## src/rtl/run_sequencer_pkg.sv

```systemverilog
// Shared encodings and widths for the run sequencer and the execute datapath it drives.
package run_sequencer_pkg;

    localparam int unsigned OPC_W = 3;
    localparam int unsigned REG_W = 48;

    typedef enum logic [1:0] {
        KIND_A    = 2'd0,
        KIND_B    = 2'd1,
        KIND_C    = 2'd2,
        KIND_PROG = 2'd3
    } load_kind_e;

    typedef enum logic [1:0] {
        ST_IDLE  = 2'd0,
        ST_SHIFT = 2'd1,
        ST_RUN   = 2'd2,
        ST_DONE  = 2'd3
    } state_e;

endpackage

```

## src/rtl/run_seq_fifo.sv

```systemverilog
// First-word-fall-through FIFO with wrap-bit pointers; a push on a full FIFO lands only if a pop happens too.
module run_seq_fifo #(
    parameter int unsigned DEPTH = 16,
    parameter int unsigned W     = 3
) (
    input  logic         clk,
    input  logic         rst_n,
    input  logic         push,
    input  logic [W-1:0] push_data,
    input  logic         pop,
    output logic         full_c,
    output logic         empty_c,
    output logic [W-1:0] head_c
);

    localparam int unsigned AW = $clog2(DEPTH);

    logic [AW:0]  wr_ptr;
    logic [AW:0]  rd_ptr;
    logic [W-1:0] mem [DEPTH];
    logic         wr_en;
    logic         rd_en;

    always_comb begin
        empty_c = (wr_ptr == rd_ptr);
        full_c  = (wr_ptr[AW] != rd_ptr[AW]) && (wr_ptr[AW-1:0] == rd_ptr[AW-1:0]);
        rd_en   = pop && !empty_c;
        wr_en   = push && (!full_c || rd_en);
        head_c  = empty_c ? '0 : mem[rd_ptr[AW-1:0]];
    end

    always_ff @(posedge clk or negedge rst_n) begin
        if (!rst_n) begin
            wr_ptr <= '0;
            rd_ptr <= '0;
        end else begin
            if (wr_en) wr_ptr <= wr_ptr + (AW+1)'(1);
            if (rd_en) rd_ptr <= rd_ptr + (AW+1)'(1);
        end
    end

    // Storage is not reset; head_c masks it while empty.
    always_ff @(posedge clk) begin
        if (wr_en) mem[wr_ptr[AW-1:0]] <= push_data;
    end

endmodule

```

## src/rtl/run_sequencer.sv

```systemverilog
// Host-facing controller: serial register load, opcode memory, run control and output FIFO.
// Optional run cycle limit enabled by defining RUN_SEQ_TIMEOUT_EN.
module run_sequencer #(
    parameter int unsigned REG_W       = run_sequencer_pkg::REG_W,
    parameter int unsigned PROG_DEPTH  = 16,
    parameter int unsigned FIFO_DEPTH  = 16,
    parameter int unsigned TIMEOUT_CYC = 65535
) (
    input  logic                          clk,
    input  logic                          rst_n,
    input  logic                          load_valid,
    output logic                          load_ready,
    input  logic [1:0]                    load_kind,
    input  logic [$clog2(PROG_DEPTH)-1:0] load_addr,
    input  logic [REG_W-1:0]              load_data,
    input  logic                          start,
    output logic                          busy,
    output logic                          done,
    output logic                          timed_out,
    output logic                          overflow,
    output logic                          init_regs,
    output logic                          a_bit,
    output logic                          b_bit,
    output logic                          c_bit,
    output logic                          core_rst_n,
    input  logic [$clog2(PROG_DEPTH)-1:0] fetch_addr,
    output logic [2:0]                    fetch_data,
    input  logic                          core_halt,
    input  logic [2:0]                    core_out,
    input  logic                          core_out_valid,
    output logic [2:0]                    out_data,
    output logic                          out_valid,
    input  logic                          out_ready
);

    import run_sequencer_pkg::*;

    localparam int unsigned CNT_W = $clog2(REG_W);

    state_e           state, state_nxt;
    load_kind_e       lane, lane_nxt;
    load_kind_e       kind_in;
    logic [REG_W-1:0] shift_reg, shift_nxt;
    logic [CNT_W-1:0] bit_cnt, bit_cnt_nxt;
    logic             timed_out_nxt;
    logic             overflow_nxt;
    logic             push_c, pop_c, full_c, empty_c;
    logic [OPC_W-1:0] prog_mem [PROG_DEPTH];

`ifdef RUN_SEQ_TIMEOUT_EN
    logic [31:0] run_cyc, run_cyc_nxt;
    logic        limit_c;
    assign limit_c = (run_cyc == 32'(TIMEOUT_CYC - 1));
`else
    logic unused_timeout;
    assign unused_timeout = ^32'(TIMEOUT_CYC);
`endif

    assign kind_in = load_kind_e'(load_kind);
    assign push_c  = (state == ST_RUN) && core_out_valid;
    assign pop_c   = out_valid && out_ready;

    // Next-state and next-value logic for every registered output.
    always_comb begin
        state_nxt     = state;
        lane_nxt      = lane;
        shift_nxt     = shift_reg;
        bit_cnt_nxt   = bit_cnt;
        timed_out_nxt = timed_out;
        overflow_nxt  = overflow | (push_c && full_c && !pop_c);
`ifdef RUN_SEQ_TIMEOUT_EN
        run_cyc_nxt   = run_cyc;
`endif
        case (state)
            ST_IDLE: begin
                if (load_valid) begin
                    if (kind_in != KIND_PROG) begin
                        lane_nxt    = kind_in;
                        shift_nxt   = load_data;
                        bit_cnt_nxt = CNT_W'(REG_W - 1);
                        state_nxt   = ST_SHIFT;
                    end
                end else if (start) begin
                    timed_out_nxt = 1'b0;
                    overflow_nxt  = 1'b0;
`ifdef RUN_SEQ_TIMEOUT_EN
                    run_cyc_nxt   = '0;
`endif
                    state_nxt     = ST_RUN;
                end
            end
            ST_SHIFT: begin
                shift_nxt   = shift_reg << 1;
                bit_cnt_nxt = bit_cnt - CNT_W'(1);
                if (bit_cnt == '0) state_nxt = ST_IDLE;
            end
            ST_RUN: begin
`ifdef RUN_SEQ_TIMEOUT_EN
                run_cyc_nxt = run_cyc + 32'd1;
                if (core_halt) begin
                    state_nxt = ST_DONE;
                end else if (limit_c) begin
                    timed_out_nxt = 1'b1;
                    state_nxt     = ST_DONE;
                end
`else
                if (core_halt) state_nxt = ST_DONE;
`endif
            end
            default: state_nxt = ST_IDLE;
        endcase
    end

    always_ff @(posedge clk or negedge rst_n) begin
        if (!rst_n) begin
            state      <= ST_IDLE;
            lane       <= KIND_A;
            shift_reg  <= '0;
            bit_cnt    <= '0;
            load_ready <= 1'b1;
            busy       <= 1'b0;
            done       <= 1'b0;
            timed_out  <= 1'b0;
            overflow   <= 1'b0;
            init_regs  <= 1'b0;
            a_bit      <= 1'b0;
            b_bit      <= 1'b0;
            c_bit      <= 1'b0;
            core_rst_n <= 1'b0;
        end else begin
            state      <= state_nxt;
            lane       <= lane_nxt;
            shift_reg  <= shift_nxt;
            bit_cnt    <= bit_cnt_nxt;
            load_ready <= (state_nxt == ST_IDLE);
            busy       <= (state_nxt != ST_IDLE);
            done       <= (state_nxt == ST_DONE);
            timed_out  <= timed_out_nxt;
            overflow   <= overflow_nxt;
            init_regs  <= (state_nxt == ST_SHIFT);
            a_bit      <= (state_nxt == ST_SHIFT) && (lane_nxt == KIND_A) && shift_nxt[REG_W-1];
            b_bit      <= (state_nxt == ST_SHIFT) && (lane_nxt == KIND_B) && shift_nxt[REG_W-1];
            c_bit      <= (state_nxt == ST_SHIFT) && (lane_nxt == KIND_C) && shift_nxt[REG_W-1];
            core_rst_n <= (state_nxt == ST_RUN);
        end
    end

`ifdef RUN_SEQ_TIMEOUT_EN
    always_ff @(posedge clk or negedge rst_n) begin
        if (!rst_n) run_cyc <= '0;
        else        run_cyc <= run_cyc_nxt;
    end
`endif

    // Opcode memory: written only from IDLE, read combinationally by fetch.
    always_ff @(posedge clk) begin
        if ((state == ST_IDLE) && load_valid && (kind_in == KIND_PROG))
            prog_mem[load_addr] <= load_data[OPC_W-1:0];
    end

    assign fetch_data = prog_mem[fetch_addr];

    run_seq_fifo #(
        .DEPTH (FIFO_DEPTH),
        .W     (OPC_W)
    ) u_fifo (
        .clk       (clk),
        .rst_n     (rst_n),
        .push      (push_c),
        .push_data (core_out),
        .pop       (pop_c),
        .full_c    (full_c),
        .empty_c   (empty_c),
        .head_c    (out_data)
    );

    assign out_valid = !empty_c;

endmodule

```

## config.mk

```make
export PLATFORM = sky130hd
export DESIGN_NAME = run_sequencer
export DESIGN_NICKNAME = d
export VERILOG_FILES = /design/src/rtl/run_sequencer_pkg.sv /design/src/rtl/run_seq_fifo.sv /design/src/rtl/run_sequencer.sv
export SDC_FILE = /design/constraint.sdc
export NUM_CORES = 1
export LEC_CHECK = 0
export ABC_AREA = 1
export ABC_CLOCK_PERIOD_IN_PS = 5220
export BUFFER_PORTS_ARGS = -buffer_cell sky130_fd_sc_hd__buf_2
export CORE_UTILIZATION = 46
export CTS_CLUSTER_SIZE = 25
export DETAILED_ROUTE_END_ITERATION = 8
export SLEW_MARGIN = 30
export SYNTH_ARGS = -nofsm -noshare
export SYNTH_HDL_FRONTEND = slang
export SYNTH_HIERARCHICAL = 1
export SYNTH_SLANG_ARGS = --single-unit
```

## constraint.sdc

```tcl
create_clock -name clk -period 5.22 [get_ports clk]
set_input_delay 0.522 -clock clk [delete_from_list [all_inputs] [get_ports clk]]
set_output_delay 0.522 -clock clk [all_outputs]
set_load 0.02 [all_outputs]
```

; Yosys cells after proc, flatten, opt, wreduce, memory -nomap -nowiden
; Memory sizes are Yosys's and may differ from the RTL's.
; Cells that the tools add are included.
[totals]
register_bits = 77
ramBits = 96
input_bits = 68
out_inout_bits = 17
wordCells = 85
mem_count = 2
[mem_list]
columns = memory, depth, word_bits, read_ports, rd_ports_with_merged_regs, wr, line_no
row1 = prog_mem, 16, 3, 1, 0, 1, run_sequencer.sv:48  ; logic [OPC_W-1:0] prog_mem [PROG_DEPTH];
row2 = u_fifo.mem, 16, 3, 1, 0, 1, run_seq_fifo.sv:20  ; logic [W-1:0] mem [DEPTH];
[classes]
addsub = 3
eq_ne = 14
n_mux = 23
bitwise_logic = 1
n_reduce_logical = 26
[ops]
columns = operator, count
row1 = 2-to-1 mux 48 bit, 2
row2 = case mux 48 bit (2 select lines), 1
row3 = 2-to-1 mux 2 bit, 8
row4 = logical AND 1 bit, 15
row5 = 2-to-1 mux 6 bit, 2
row6 = case mux 6 bit (2 select lines), 1
row7 = adder 5 x 1 -> 5 bit (second input constant), 2
row8 = equality test 2 bit (second input constant), 5
row9 = 2-to-1 mux 1 bit, 7
row10 = equality test 2 x 1 -> 1 bit (second input constant), 3
row11 = logical NOT 2 bit, 3
row12 = logical NOT 6 bit, 1
row13 = inequality test 2 bit (second input constant), 3
row14 = case mux 2 bit (3 select lines), 1
row15 = subtractor 6 x 1 -> 6 bit (second input constant), 1
row16 = equality test 5 bit, 1
row17 = equality test 4 bit, 1
row18 = nonzero test 2 bit, 2
row19 = logical NOT 1 bit, 3
row20 = 2-to-1 mux 3 bit, 1
row21 = AND reduction 3 bit, 1
row22 = logical OR 1 bit, 1
row23 = inequality test 1 bit, 1
row24 = bitwise OR 1 bit, 1

; Longest topological paths before layout
; Gate-level depths: netlist of the first run.
[logic_depth]
word_depth = 9
mapped_depth = 16

; By module
; Netlist of the first run, hierarchy kept.
[modules_own_cells]
columns = module, n_inst, cells_per_inst, area_each_um2
row1 = run_sequencer, 1, 512, 4989.8
row2 = run_seq_fifo, 1, 327, 2914.0

; Worst setup path after synthesis of the first run
; OpenSTA, ideal clock, no wires.
[synth_path]
kind = reg2reg
from = reg u_fifo.rd_ptr[0]
to = mem u_fifo.mem[11][0] (enable)
t_arrival_ps = 1861
path_slack_ps = 3040
path_stages_with_launch = 16
period_less_slack_ps = 2180
path_cell_list = dfrtp_1 -> buf_6 -> inv_4 -> nand2_2 -> nand2_1 -> nor2_4 -> nand3_1 -> inv_1 -> inv_1 -> nand2_1 -> inv_1 -> inv_1 -> nand4_4 -> nand2_2 -> buf_4 -> nor2_1
[synth_between]
elab_chain_len = 8
elab_cells_between_ends = 11
[synth_rtl]
columns = item, line_no
row1 = from (decl), run_seq_fifo.sv:19  ; logic [AW:0] rd_ptr;
row2 = from (signal assigned), run_seq_fifo.sv:38  ; if (rd_en) rd_ptr <= rd_ptr + (AW+1)'(1);
row3 = equality test 5 bit, run_seq_fifo.sv:25  ; empty_c = (wr_ptr == rd_ptr);
row4 = via empty_c, run_sequencer.sv:47  ; logic push_c, pop_c, full_c, empty_c;
row5 = logical NOT 1 bit, run_sequencer.sv:177  ; assign out_valid = !empty_c;
row6 = via out_valid, run_sequencer.sv:32  ; output logic out_valid,
row7 = logical AND 1 bit, run_sequencer.sv:61  ; assign pop_c = out_valid && out_ready;
row8 = via pop_c, run_sequencer.sv:47
row9 = logical AND 1 bit, run_seq_fifo.sv:27  ; rd_en = pop && !empty_c;
row10 = logical OR 1 bit, run_seq_fifo.sv:28  ; wr_en = push && (!full_c || rd_en);
row11 = logical AND 1 bit, run_seq_fifo.sv:28
row12 = 2-to-1 mux 1 bit, run_seq_fifo.sv:44  ; if (wr_en) mem[wr_ptr[AW-1:0]] <= push_data;
row13 = 2-to-1 mux 1 bit (implied by the code), run_seq_fifo.sv:44
row14 = to (decl), run_seq_fifo.sv:20
; The timed path passes the listed nets, and every way through them passes these cells.

; Worst setup path in the final report of the first run
[layout_path]
from = reg u_fifo.rd_ptr[0]
to = mem u_fifo.mem[14][0] (enable)
[layout_between]
elab_chain_len = 8
elab_cells_between_ends = 11
[layout_rtl]
columns = item, line_no
row1 = equality test 5 bit, run_seq_fifo.sv:25
row2 = via empty_c, run_sequencer.sv:47
row3 = logical NOT 1 bit, run_sequencer.sv:177
row4 = logical AND 1 bit, run_sequencer.sv:61
row5 = via pop_c, run_sequencer.sv:47
row6 = logical AND 1 bit, run_seq_fifo.sv:27
row7 = logical OR 1 bit, run_seq_fifo.sv:28
row8 = logical AND 1 bit, run_seq_fifo.sv:28
row9 = 2-to-1 mux 1 bit, run_seq_fifo.sv:44
row10 = 2-to-1 mux 1 bit (implied by the code), run_seq_fifo.sv:44
; The timed path passes the listed nets, and every way through them passes these cells.

==> results of run 1 <==
## stage by stage
| stage | setup WS, ns | util | hold WS [ns] | instances |
|---|---|---|---|---|
| floorplan | 3.04 | - | 0.226 | 839 |
| global placement | 2.20 | 0.502 | 0.464 | 1107 |
| detailed placement | 2.16 | 0.502 | 0.465 | 1107 |
| CTS | 2.14 | 0.533 | 0.148 | 1139 |
| global route | 1.83 | 0.533 | 0.171 | 1139 |
| finish | 2.13 | 0.533 | 0.115 | 1139 |
## worst max-delay path, delay by kind of cell, from the launching register on
kind                   cells  cell delay [ns]
and+or+nand+nor            8             1.21
buffers and inverters      5             0.65
DFF                        1             0.96
## cell type report
| type | instances | area [µm²] |
|---|---|---|
| Clock inverter | 8 | 41.3 |
| Clock buffer | 24 | 482 |
| Fill cell | 1598 | 7790 |
| Multi-Input combinational cell | 525 | 2480 |
| Tap cell | 220 | 275 |
| Timing Repair Buffer | 83 | 422 |
| Inverter | 106 | 403 |
| Sequential cell | 173 | 4810 |
## synthesized netlist by cell type, types with 2 or more instances
| master | instances |
|---|---|
| inv_2 | 7 |
| a22oi_1 | 27 |
| clkbuf_1 | 10 |
| nor2_1 | 71 |
| inv_4 | 2 |
| or2_2 | 4 |
| o21ai_0 | 23 |
| nand3_1 | 67 |
| a21oi_1 | 3 |
| ha_1 | 6 |
| o21ai_1 | 14 |
| buf_4 | 8 |
| nand2_2 | 6 |
| xnor2_1 | 4 |
| buf_2 | 12 |
| edfxtp_1 | 96 |
| dfrtp_1 | 76 |
| nor3_1 | 3 |
| nand2_1 | 259 |
| o211ai_1 | 23 |
| buf_6 | 5 |
| inv_1 | 97 |
| nor2_4 | 2 |
| xor2_1 | 3 |
| nand3b_1 | 2 |
## per-layer routing
metal	wire, µm	share of wire
met1	7840	0.47
met2	7730	0.47
met3	798	0.048
met4	197	0.012
met5	0	0
## logic make-up (layout without fill, tap and decap cells)
| kind of cell | Yosys count | after routing | share of synthesized area |
|---|---|---|---|
| DFF | 173 | 173 | 0.609 |
| other | 1 | 1 | 0.000474 |
| xor gates and xnor gates | 7 | 7 | 0.00776 |
| AOI/OAI and AO/OA | 92 | 92 | 0.0747 |
| buffers and inverters | 141 | 221 | 0.0780 |
| and+or+nand+nor | 419 | 419 | 0.221 |
| adders and majority gates | 6 | 6 | 0.00950 |
## final timing paths
path | startpoint | end | slack, ns | depth (start not counted)
setup reg to reg | u_fifo/rd_ptr[0]$_DFFE_PN0P_ | u_fifo/mem[14][0]$_DFFE_PP_ | 2.13 | 13
hold reg to reg | shift_reg[45]$_DFFE_PN0P_ | shift_reg[45]$_DFFE_PN0P_ | 0.48 | 2
min in group clk | load_data[10] | shift_reg[10]$_DFFE_PN0P_ | 0.31 | 3
max in group asynchronous | rst_n | shift_reg[20]$_DFFE_PN0P_ | 4.62 | 1
hold / removal | rst_n | shift_reg[10]$_DFFE_PN0P_ | 0.11 | 1
setup / recovery | u_fifo/rd_ptr[0]$_DFFE_PN0P_ | u_fifo/mem[14][0]$_DFFE_PP_ | 2.13 | 13
## report_power, final
| part | internal, µW | switching, µW | leakage (µW) |
|---|---|---|---|
| sequential | 1700 | 204 | 0.00184 |
| clock | 639 | 484 | 0.000255 |
| combinational | 448 | 936 | 0.00190 |
==> flow_summary.toml, run 1 <==
[clocking]
cts_hold_buf = 0
clockBufferDepth = 2
clkTransAtPathRegs_ns = 0.06
cts_tree = "done"
cts_buffers = 17
cts_setup_buffers = 0
cts-resized-gates = 0
clkSinkCount = 173
clkLatencyLatePin_ns = 0.43
h-tree-depth = 4
clock-root-buffer = "clkbuf_16"

[cells_and_area]
area_growth_pct = 12.7
final_cell_mix = "nand2_1 (259), inv_1 (97), edfxtp_1 (96), buf_2 (82), dfrtp_1 (76)"
final_common_cell = "nand2_1"
drive_gt1_frac = 0.145
nets = 980
design_area_mm2 = 0.00891
diodes = 0

[worst_setup_path]
cp.arrival_ns = 3.25
path_common_cell = "inv_1"
worstPathRequired_ns = 5.38
startpoint_type = "flop"
path_cells = "inv_4, nand2_2, nand2_1, nor2_4, nand3_1, inv_1, inv_1, nand2_1, inv_1, inv_1, nand4_4, nand2_2, nor2_1"
cpPeakStageDelay_ns = 0.96
critical_path.slowest_cell = "dfrtp_1"
worstPathMaxFanout = 29
cp-end-kind = "flop"
crit_type = "flop to flop"

[timing]
rsz0062_at_grt = "false"
fin_crit_sh = 0.593
fin_tns_setup_ns = 0
final-setup-viol-count = 0
slew_headroom = 0.373
slew_viol_final = 0
hold_violations = 0
fin_crit_ns = 3.09
fmax_ghz = 0.323
skew_ns = 0.00655
worstMarginPinSlew_ns = 0.940

[yosys]
ys_warn_count = 6
synth_nets = 913
syn_avg_cell_area_um2 = 9.42
synth_seq_area_share = 0.609
syn_inst = 839
synth_area_leaders = "edfxtp_1 (36%), dfrtp_1 (24%), nand2_1 (12%)"
synth_flop_cell = "edfxtp_1"
synthArstFlopShare = 0.445
synth_area_mm2 = 0.00790
synth_cell_type_count = 34
yosysTopAreaCell = "edfxtp_1"
synth-seq-cells = 173
yosysTopAreaCellShare = 0.365
synth_edf_count = 96

[routing]
vias_per_cell = 4.99
drt-total-wl_mm = 16.6
ant_nets = 0
wl_per_cell_um = 14.5
drt-initial-drc-count = 356
drc = 0
drtPass1Iterations = 5
vias = 5688

[global_route]
met3_usage = 0.0467
met1_usage = 0.273
use_met2 = 0.316
grt_remaining_overflow = 0
antenna_found_initial = 0
grt_usage = 0.200
grt_max_degree = 78
busiest_layer = "met2"
grt_pass1_vias = 5559
grt_pass1_wl_mm = 27.4

[place]
io_buffers = 83
dp_hpwl_mm = 11.0
gp_congestion = 0.784
dpl_cell_area_mm2 = 0.00839

[floorplan]
die_h_um = 133
chipWidth_um = 133
core_region_area_mm2 = 0.0167
placementRows = 47
fp.dieArea_mm2 = 0.0177
io-pin-count = 85
start_util = 0.473

[min_path]
holdCritPathClass = "primary input to asynchronous set/reset pin"

[run]
maxCapViolCount = 0

[power_and_ir_drop]
p_per_area_mw_per_mm2 = 495
ir_drop_v = 0.000271
finalPower_uw = 4410
p_leak_uw = 0.00400

[run_status]
status = "finished clean"
Power figures use the tool's default switching activity.
==> run 2: changes to the inputs <==
Settings changed: ABC_CLOCK_PERIOD_IN_PS 5220 to 3100.
Clock period 5.22 ns to 3.1 ns, I/O delays scaled along.
==> run 2 against run 1 <==
Compared with the run above:
- die area unchanged
- clock power up 82%
- hold slack lost 0.017 ns
- critical path depth stayed put
- clock skew rose by 0.0025 ns
- worst setup slack got worse by 1.6 ns
- final cell count increased by 0.44%
- clock-buffer cell count decreased by 4
- sequential share of layout area is 0.44 points lower
- first-iteration DRC count grew 11%
- sequential power grew 65%
- largest cell class unchanged
==> flow_summary.toml, run 2 (synthesis results as in run 1) <==
[run_status]
status = "finished clean"

[worst_setup_path]
ff2ff_setup_slack_ns = 0.51
r2r-start = "u_fifo/rd_ptr[1]$_DFFE_PN0P_"
critical_path.slowest_cell = "dfrtp_1"
path_cells = "inv_2, nand2_1, nand2_1, nor2_4, nand3_1, inv_1, inv_1, nand2_1, inv_1, inv_1, nand4_4, nand2_2, nor2_1"
path_common_cell = "inv_1"
cpPeakStageDelay_ns = 0.52
critPathBufInv = 5
cp-end-kind = "flop"
startpoint_type = "flop"
worstPathMaxFanout = 21
rr_worst_depth = 13
r2r-end = "u_fifo/mem[12][0]$_DFFE_PP_"
worstPathRequired_ns = 3.25
cp.arrival_ns = 2.75
crit_family = "simple AND/OR/NAND/NOR gates"
crit_type = "flop to flop"

[cells_and_area]
diodes = 0
nets = 985
drive_gt1_frac = 0.150
final_common_cell = "nand2_1"
final_cell_mix = "nand2_1 (259), inv_1 (97), edfxtp_1 (96), buf_2 (82), dfrtp_1 (76)"
area_growth_pct = 13.7
final_cells = 1144

[routing]
met1_length_mm = 7.74
highest_layer = "met4"
drt-initial-drc-count = 396
drtPass1Iterations = 5
vias = 5687
dr_wl_met2_mm = 8.04
ant_nets = 0
vias_per_cell = 4.97
drt-total-wl_mm = 16.7
wl_per_cell_um = 14.6
drc = 0
wl_met3_um = 674

[floorplan]
chipWidth_um = 133
die_h_um = 133
core_region_area_mm2 = 0.0167
io-pin-count = 85
start_util = 0.473
placementRows = 47
fp.dieArea_mm2 = 0.0177

[clocking]
cts_setup_buffers = 0
clockBufferDepth = 2
clkSinkCount = 173
clkTransAtPathRegs_ns = 0.06
clkLatencyLatePin_ns = 0.43
cts_buffers = 17
cts_tree = "done"
clock-root-buffer = "clkbuf_16"
h-tree-depth = 4

[timing]
final-setup-viol-count = 0
worstMarginPinSlew_ns = 0.781
holdWs_ns = 0.0975
fmax_ghz = 0.385
hold_violations = 0
fin_crit_ns = 2.59
skew_ns = 0.00910
rsz0062_at_grt = "false"
fin_tns_setup_ns = 0
slew_headroom = 0.479
fin_crit_sh = 0.837
slew_viol_final = 0

[run]
maxCapViolCount = 0

[power_and_ir_drop]
finalPower_uw = 7610
p_per_area_mw_per_mm2 = 847
ir_drop_v = 0.000512
p_leak_uw = 0.00403

[global_route]
grt_usage = 0.200
grt_pass1_vias = 5512
grt_remaining_overflow = 0
antenna_found_initial = 0
grt_pass1_wl_mm = 27.3
grt_max_degree = 78

[min_path]
min_to = "shift_reg[10]$_DFFE_PN0P_"
hold_start = "load_data[10]"
hold_depth = 3
holdCritPathClass = "primary input to flop"

[place]
dp_cells = 1111
io_buffers = 83
dp_hpwl_mm = 10.8
gp_congestion = 0.829
run 2: cell count changes in the layout (fill, tap and decap cells not counted):
cell           previous run  this run
buf_4                     0         4
clkbuf_8                  3         0
bufinv_16                 0         2
clkinv_4                  0         2
clkbuf_1                  4         3
clkinv_1                  4         3
clkinvlp_2                0         1
dlygate4sd3_1             0         1
run 2: power by group:
group | internal (µW) | switching [µW] | leakage, µW
clock | 1180 | 858 | 0.000267
sequential | 2860 | 275 | 0.00184
combinational | 779 | 1660 | 0.00192
run 2: timing repair:
action,in CTS,in global routing
hold buffers,1,0
resized for setup,0,0
endpoints found under the hold margin,76,0
run 2: metal layers:
metal  global-route usage  vias up
met4               0.0658        0
met5                    0        -
met3               0.0425       16
met1                0.270     2666
met2                0.321      133
li1                     -     2872
run 2: layout make-up:
class                   count  area [µm²]
well taps                 220         275
repair buffers             88         462
flip-flops and latches    173        4810
clock inverters            12         120
multi-input cells         525        2480
fillers                  1549        7720
inverters                 106         403
clock buffers              20         437
run 2: how the worst max path moves through the flow:
| stage | startpoint | endpoint | slack, ns | cells after the start |
|---|---|---|---|---|
| 2_1_floorplan | u_fifo/rd_ptr[0]$_DFFE_PN0P_ | u_fifo/mem[11][0]$_DFFE_PP_ | 0.92 | 15 |
| 4_1_cts | u_fifo/rd_ptr[1]$_DFFE_PN0P_ | u_fifo/mem[12][0]$_DFFE_PP_ | 0.50 | 13 |
| 3_3_place_gp | u_fifo/rd_ptr[1]$_DFFE_PN0P_ | u_fifo/mem[14][0]$_DFFE_PP_ | 0.56 | 13 |
| 3_5_place_dp | u_fifo/rd_ptr[1]$_DFFE_PN0P_ | u_fifo/mem[12][0]$_DFFE_PP_ | 0.51 | 13 |
| 5_1_grt | u_fifo/rd_ptr[0]$_DFFE_PN0P_ | u_fifo/mem[11][1]$_DFFE_PP_ | 0.25 | 13 |
| 6_report | u_fifo/rd_ptr[1]$_DFFE_PN0P_ | u_fifo/mem[12][0]$_DFFE_PP_ | 0.51 | 13 |
run 2: tightest hold or removal path: cells and delay by family:
kind	cells	cell delay, ns
buffers and inverters	1	0.07
AND/OR/NAND/NOR	1	0.05
AO/OA/AOI/OAI	1	0.05
run 2: through the flow:
stage / area, µm² / setup WS, ns / utilization
after global routing: 8980 / 0.254 / 0.538
after floorplan: 7900 / 0.920 / -
final: 8980 / 0.506 / 0.538
after global placement: 8410 / 0.560 / 0.504
after CTS: 8980 / 0.497 / 0.538
after detailed placement: 8420 / 0.508 / 0.504
